[src/rtl/avalon_st_error_adapter_reg.sv]
// rtl/avalon_st_error_adapter_reg.sv - Registered Avalon-ST error adapter with skid buffer and errored-beat counter
// Reduces a masked multi-bit sink error to one bit, per beat or packet-sticky on EOP.
module avalon_st_error_adapter_reg #(
  parameter int                   DATA_W   = 32,
  parameter int                   EMPTY_W  = 2,
  parameter int                   IN_ERR_W = 6,
  parameter logic [IN_ERR_W-1:0]  ERR_MASK = {IN_ERR_W{1'b1}},
  parameter int                   MODE     = 0,
  parameter int                   CNT_W    = 16
) (
  input  logic               clk,
  input  logic               reset_n,
  output logic               in_ready,
  input  logic               in_valid,
  input  logic [DATA_W-1:0]  in_data,
  input  logic [IN_ERR_W-1:0] in_error,
  input  logic               in_startofpacket,
  input  logic               in_endofpacket,
  input  logic [EMPTY_W-1:0] in_empty,
  input  logic               out_ready,
  output logic               out_valid,
  output logic [DATA_W-1:0]  out_data,
  output logic               out_error,
  output logic               out_startofpacket,
  output logic               out_endofpacket,
  output logic [EMPTY_W-1:0] out_empty,
  input  logic               cnt_clear,
  output logic [CNT_W-1:0]   err_count
);

  logic               r_out_valid;
  logic [DATA_W-1:0]  r_out_data;
  logic               r_out_error;
  logic               r_out_sop;
  logic               r_out_eop;
  logic [EMPTY_W-1:0] r_out_empty;

  logic               r_skid_valid;
  logic [DATA_W-1:0]  r_skid_data;
  logic               r_skid_error;
  logic               r_skid_sop;
  logic               r_skid_eop;
  logic [EMPTY_W-1:0] r_skid_empty;

  logic               r_acc;
  logic [CNT_W-1:0]   r_err_count;

  logic w_in_accept;
  logic w_out_load;
  logic w_e;
  logic w_acc_next;
  logic w_beat_err;

  assign w_in_accept = in_valid & ~r_skid_valid;
  assign w_out_load  = ~r_out_valid | out_ready;
  assign w_e         = |(in_error & ERR_MASK);

  // Packet-sticky mode folds errors into r_acc and reports only on the EOP beat.
  always_comb begin
    w_acc_next = (in_startofpacket ? 1'b0 : r_acc) | w_e;
    w_beat_err = w_e;
    if (MODE == 1) begin
      w_beat_err = in_endofpacket ? w_acc_next : 1'b0;
    end
  end

  always_ff @(posedge clk or negedge reset_n) begin
    if (!reset_n) begin
      r_acc <= 1'b0;
    end else if (w_in_accept) begin
      r_acc <= in_endofpacket ? 1'b0 : w_acc_next;
    end
  end

  always_ff @(posedge clk or negedge reset_n) begin
    if (!reset_n) begin
      r_out_valid  <= 1'b0;
      r_out_data   <= '0;
      r_out_error  <= 1'b0;
      r_out_sop    <= 1'b0;
      r_out_eop    <= 1'b0;
      r_out_empty  <= '0;
      r_skid_valid <= 1'b0;
      r_skid_data  <= '0;
      r_skid_error <= 1'b0;
      r_skid_sop   <= 1'b0;
      r_skid_eop   <= 1'b0;
      r_skid_empty <= '0;
    end else if (w_out_load) begin
      r_skid_valid <= 1'b0;
      if (r_skid_valid) begin
        r_out_valid <= 1'b1;
        r_out_data  <= r_skid_data;
        r_out_error <= r_skid_error;
        r_out_sop   <= r_skid_sop;
        r_out_eop   <= r_skid_eop;
        r_out_empty <= r_skid_empty;
      end else if (w_in_accept) begin
        r_out_valid <= 1'b1;
        r_out_data  <= in_data;
        r_out_error <= w_beat_err;
        r_out_sop   <= in_startofpacket;
        r_out_eop   <= in_endofpacket;
        r_out_empty <= in_empty;
      end else begin
        r_out_valid <= 1'b0;
      end
    end else if (w_in_accept) begin
      // Output is stalled: park the beat accepted this cycle in the skid slot.
      r_skid_valid <= 1'b1;
      r_skid_data  <= in_data;
      r_skid_error <= w_beat_err;
      r_skid_sop   <= in_startofpacket;
      r_skid_eop   <= in_endofpacket;
      r_skid_empty <= in_empty;
    end
  end

  always_ff @(posedge clk or negedge reset_n) begin
    if (!reset_n) begin
      r_err_count <= '0;
    end else if (cnt_clear) begin
      r_err_count <= '0;
    end else if (r_out_valid && out_ready && r_out_error && (r_err_count != {CNT_W{1'b1}})) begin
      r_err_count <= r_err_count + 1'b1;
    end
  end

  assign in_ready          = ~r_skid_valid;
  assign out_valid         = r_out_valid;
  assign out_data          = r_out_data;
  assign out_error         = r_out_error;
  assign out_startofpacket = r_out_sop;
  assign out_endofpacket   = r_out_eop;
  assign out_empty         = r_out_empty;
  assign err_count         = r_err_count;

endmodule

[config.mk]
export PLATFORM = sky130hd
export DESIGN_NAME = avalon_st_error_adapter_reg
export DESIGN_NICKNAME = d
export VERILOG_FILES = /design/src/rtl/avalon_st_error_adapter_reg.sv
export SDC_FILE = /design/constraint.sdc
export NUM_CORES = 1
export LEC_CHECK = 0
export CORE_ASPECT_RATIO = 0.8
export CORE_UTILIZATION = 49
export DETAILED_ROUTE_END_ITERATION = 8
export PLACE_DENSITY = 0.76
export SKIP_CTS_REPAIR_TIMING = 1
export SYNTH_ARGS = -nofsm -noshare
export SYNTH_HDL_FRONTEND = slang
export SYNTH_SLANG_ARGS = --single-unit
[constraint.sdc]
create_clock -name clk -period 2.3 [get_ports clk]
set_input_delay 0.23 -clock clk [delete_from_list [all_inputs] [get_ports clk]]
set_output_delay 0.23 -clock clk [all_outputs]
set_load 0.03 [all_outputs]
* Word level (Yosys, flattened, before mapping)
Index checks and enable logic that the tools add are counted.
** Cells by class
- $add $sub $neg :: 1
- Bitwise gates (word level) :: 5
- Mux-type cells :: 16
- Eq/ne operators :: 1
- Reductions and logical operators :: 9
** Operators with widths (number)
- $mux W32 :: 2
- $mux W16 :: 2
- $add A16 B1 Y16 const B :: 1
- $ne A16 B16 Y1 const B :: 1
- $mux W1 :: 10
- $reduce_bool A2 Y1 :: 3
- $reduce_or A6 Y1 :: 1
- $mux W2 :: 2
- $reduce_and A2 Y1 :: 2
- $logic_and A1 B1 Y1 :: 3
- $not A1 Y1 :: 3
- $and A1 B1 Y1 :: 1
- $or A1 B1 Y1 :: 1
** Storage, ports and cells
- Bits of input ports :: 47
- Flip-flop bits (word level) :: 92
- Logic and storage cells :: 45
- Output and inout port bits :: 55

* Logic depth before layout (Yosys ltp)
- Depth after elaboration :: 5
- Mapped depth :: 6

* Worst setup path before layout
OpenSTA, ideal clock, no wires.
- Path kind :: register to register
- Start point :: reg r_out_valid, in the netlist out_valid
- End point :: reg r_err_count[9], in the netlist err_count[9]
- Path buffers :: 1
- Setup time :: 0.078 ns
- Clock period less this slack :: 2.033 ns
- Arrival time :: 1.955 ns
- Path slack :: 0.267 ns
- Stages on the path, launching flop included :: 6
- Cells stage by stage :: dfrtp_1 > nand3_2 > or4_1 > buf_2 > or4_1 > a21oi_1
** On the way
- Longest elaborated chain between the ends :: 4
** Ends and longest elaborated chain
- from (decl) :: RTL line 31 : logic r_out_valid;
- from (signal assigned) :: RTL line 77 : r_out_valid <= 1'b0;
- from (signal assigned) :: RTL line 92 : r_out_valid <= 1'b1;
- from (signal assigned) :: RTL line 99 : r_out_valid <= 1'b1;
- $logic_and A1 B1 Y1 (3 in a row) :: RTL line 124 : end else if (r_out_valid && out_ready && r_out_error && (r_err_count != {CNT_W{1'b1}})) begin
- $reduce_bool A2 Y1 (no source line)
- to (signal assigned) :: RTL line 125 : r_err_count <= r_err_count + 1'b1;
- to (decl) :: RTL line 46 : logic [CNT_W-1:0] r_err_count;
Every way passes these cells.
A chain may end at the register's enable or synchronous reset.

* Worst setup path after layout
- Start point :: reg r_err_count[5], in the netlist err_count[5]
- End point :: reg r_err_count[9], in the netlist err_count[9]
** On the way
- Longest elaborated chain between the ends :: 3
- Elaborated cells on any way between the ends :: 6
- Classes of those cells :: add/sub: 1; eq/ne: 1; mux: 2; reduce/logical: 2
** Ends and longest elaborated chain (RTL line)
- $add A16 B1 Y16 / $ne A16 B16 Y1 (equally long branches) :: 125, 124
- $mux W16 / $logic_and A1 B1 Y1 (equally long branches) :: 124
- $mux W16 / $reduce_bool A2 Y1 (equally long branches)
Several ways; a longest one is shown, not always the timed one. The select of a mux whose other input is x is not followed.

==> results.md <==
* Grt ovf at 0
* Fillers at between 600 and 700
* Top_reg_cell synth: dfrtp_1
* Buf/Inv on CP at 0
* Fmax at 511 MHz
* Wirelength per Cell at about 15 um
* Clock buffer depth at 2
* Critical Path, Cell by Cell: nand2_1 -> or4_1 -> or4_1 -> a21oi_1
* Setup TNS at 0 ns
* Pin count of the biggest net entering global routing at 55
* Routed via count at between 3000 and 4000
* Ys async rst share at 100%
* Top-area cell type share of the netlist area at 56.6%
* Yosys cell types at 36
* Multi-input logic area at 1650 um^2
* Pre-antenna DRT Iters at 4
* WL final at 8310 um
* Post-synth top area cell: dfrtp_1
* Crit-path max cell delay at 0.67 ns
* Syn_nets at between 300 and 400
* Die X at slightly above 100 um
* Period utilization at a little under nine tenths
* Switching share of total power at a little under a third
* Worst endpoint data arrival time at 2.23 ns
* Worst Hold Class: in2async
* Final Slew Violations at 0
* N_diodes at 0
* Fin nets at 500
* Root buf cell: clkbuf_8
* Via density at 5.32
* Leakage power at about 2.2 nW
* Vias in the first global route at 2977
* Min Hold Slack at 0.396 ns
* # H-tree levels at 3
* Core Area at 7980 um^2
* Critical Path Most Common Cell: or4_1
* YS warnings at 0
* Post-synth top cells: 92 x dfrtp_1, 48 x a21oi_1, 47 x nor2_1, 42 x mux2_2, 36 x mux2i_1
* Logic pwr share at approximately 27%
* Hold Violations, Final at 0
* Die Ht at 83.5 um
* CP endpoint kind: register
* Total power at 4.30 mW
* Status: complete, no violations
* Dpl cells at 548
* EDFF count, synth at 0
* Layout area overhead at 33.7%
* Hpwl dp at 5840 um
* Seq/Total Area, Yosys at between 50% and 60%
* Sw Pwr at 1.29 mW
* GPL Wtd Cong at around 0.84
* Crit Path Max Fanout at 8
* # port buffers at 101
* Initial antenna violation count at 0
* CP top delay family: simple AND/OR/NAND/NOR gates
* Netlist Area Pre-Place at roughly 4000 um^2
* Clock power frac at 25.2%
* #FFs+latches synth at between 90 and 100
* Setup ws final at ~0.34 ns
* Pwr dens at 790 nW/um^2
* Crit Path Category: reg2reg
* Worst path slowest cell: or4_1
* Clock Latency Late Sink at 0.35 ns
* Die area at around 8700 um^2
* Unrepaired setup endpoints after global routing: false
* Clock-pin slew on the worst setup and hold paths at ~0.090 ns
* CTS tree: built
* Final Critical Period at 1.96 ns
* Peak VDD IR at 0.000593 V
* Top-count cell post-synth: dfrtp_1
* Slew margin rel. at 50.1%
* GRT Util Overall at between 20% and 30%
* # DRC at 0
* Final setup violation count at 0
* Sink Count at 92
* FF/Latch Area at 2300 um^2
* Cell row count at 29
* Pre-CTS setup slack at 0.0579 ns
* Share of cells above drive strength 1 at 17.9%
* Internal power at 3.00 mW
* Max-capacitance violation count at 0
* Critical path startpoint category: register
* Mapped Avg Cell Area at 11.6 um^2
* Global-route wire length before repair at 14300 um
* Number of CTS-inserted buffers at 9
* Final non-filler cell total at 565
* Top cells by area, synth: dfrtp_1 57%, mux2_2 12%, mux2i_1 8.9%, a21oi_1 5.9%, nor2_1 4.3%
* Final ANT Viol Nets at 0
* Worst EP required at 2.57 ns
* Worst-Margin Slew at 0.746 ns
* Sequential Power Share at 48.0%
* Clock skew at 0.0109 ns
* I/O Pins at 102
* Initial core utilization at 50.9%
* Mapped Cells at 350
* 1st-iter DRT viols at between 100 and 150
## state kept, by name, summed over array words and instances (netlist names)
register and count:
err_count 16, out_data 32, out_empty 2, out_endofpacket 1, out_error 1, out_startofpacket 1
out_valid 1, r_skid_data 32, r_skid_empty 2, r_skid_eop 1, r_skid_error 1, r_skid_sop 1
r_skid_valid 1
## path summary, 6_finish.rpt
path	from	end	slack (ns)	cells after the start
worst max-delay path	err_count[5]$_DFFE_PN0P_	err_count[9]$_DFFE_PN0P_	0.34	4
worst min-delay path	reset_n	out_data[29]$_DFFE_PN0P_	0.40	2
worst max register to register	err_count[5]$_DFFE_PN0P_	err_count[9]$_DFFE_PN0P_	0.34	4
worst min register to register	r_skid_data[29]$_DFFE_PN0P_	r_skid_data[29]$_DFFE_PN0P_	0.51	1
max in group asynchronous	reset_n	r_skid_data[22]$_DFFE_PN0P_	1.25	3
min in group clk	r_skid_data[29]$_DFFE_PN0P_	r_skid_data[29]$_DFFE_PN0P_	0.51	1
## per-layer routing
layer / share of wire (%) / global-route usage, % / vias to the layer above / routed length, um
li1: - / - / 1448 / -
met1: 45 / 28.7 / 1463 / 3710
met2: 47 / 32.1 / 86 / 3920
met3: 7.4 / 7.26 / 9 / 613
met4: 0.91 / 5.45 / 0 / 76
met5: 0 / 0 / - / 0
## logic make-up (layout without fill, tap and decap cells)
| logic type | Yosys count | in the layout | share of synthesized area [%] |
|---|---|---|---|
| flip-flops | 92 | 92 | 56.6 |
| AO/OA/AOI/OAI | 61 | 61 | 8.03 |
| AND/OR/NAND/NOR | 92 | 92 | 11.6 |
| adder cells (fa/ha/maj) | 1 | 1 | 0.308 |
| multiplexers | 78 | 78 | 20.5 |
| buffers and inverters | 26 | 133 | 2.95 |
## layout by cell type (no fill, tap or decap), types with 2 or more instances in the layout
master	instances
or4_1	6
o21ai_0	5
nand4_1	4
clkbuf_8	14
buf_4	10
mux2_2	42
clkinvlp_4	2
buf_12	2
nand3_1	2
nor2_1	47
or3_1	3
clkdlybuf4s50_1	100
dfrtp_1	91
nand3_2	2
nor4_1	5
inv_1	4
mux2i_1	36
o31ai_1	6
nand2_1	8
a21oi_1	48
or3_2	2
nor2b_1	3
## metrics by stage
| step | instance area, um^2 | util (%) |
|---|---|---|
| 6_report | 5440 | 68.1 |
| 5_1_grt | 5440 | 68.1 |
| 4_1_cts | 5430 | 68.0 |
| 3_5_place_dp | 5220 | 65.4 |
| 3_3_place_gp | 5220 | 65.4 |
| 2_1_floorplan | 4070 | - |
## power groups by stage
stage | clock network, mW | logic, mW | registers, mW
floorplan | 0 | 0.410 | 2.33
global placement | 0 | 1.14 | 2.08
detailed placement | 0 | 1.16 | 2.09
CTS | 1.11 | 1.17 | 2.06
global route | 1.19 | 1.24 | 2.10
finish | 1.08 | 1.15 | 2.06
## final cells by class
cell class | count | area share (%)
Sequential cell | 92 | 42.4
Multi-Input combinational cell | 232 | 30.3
Timing Repair Buffer | 113 | 20.7
Clock buffer | 14 | 3.54
Tap cell | 108 | 2.49
Clock inverter | 2 | 0.276
Inverter | 4 | 0.276
## worst register-to-register path, cell delays in order, from the launching register on
cell     delay, ns
dfrtp_1       0.48
nand2_1       0.07
or4_1         0.67
or4_1         0.51
a21oi_1       0.16
Power figures use the tool's default switching activity.
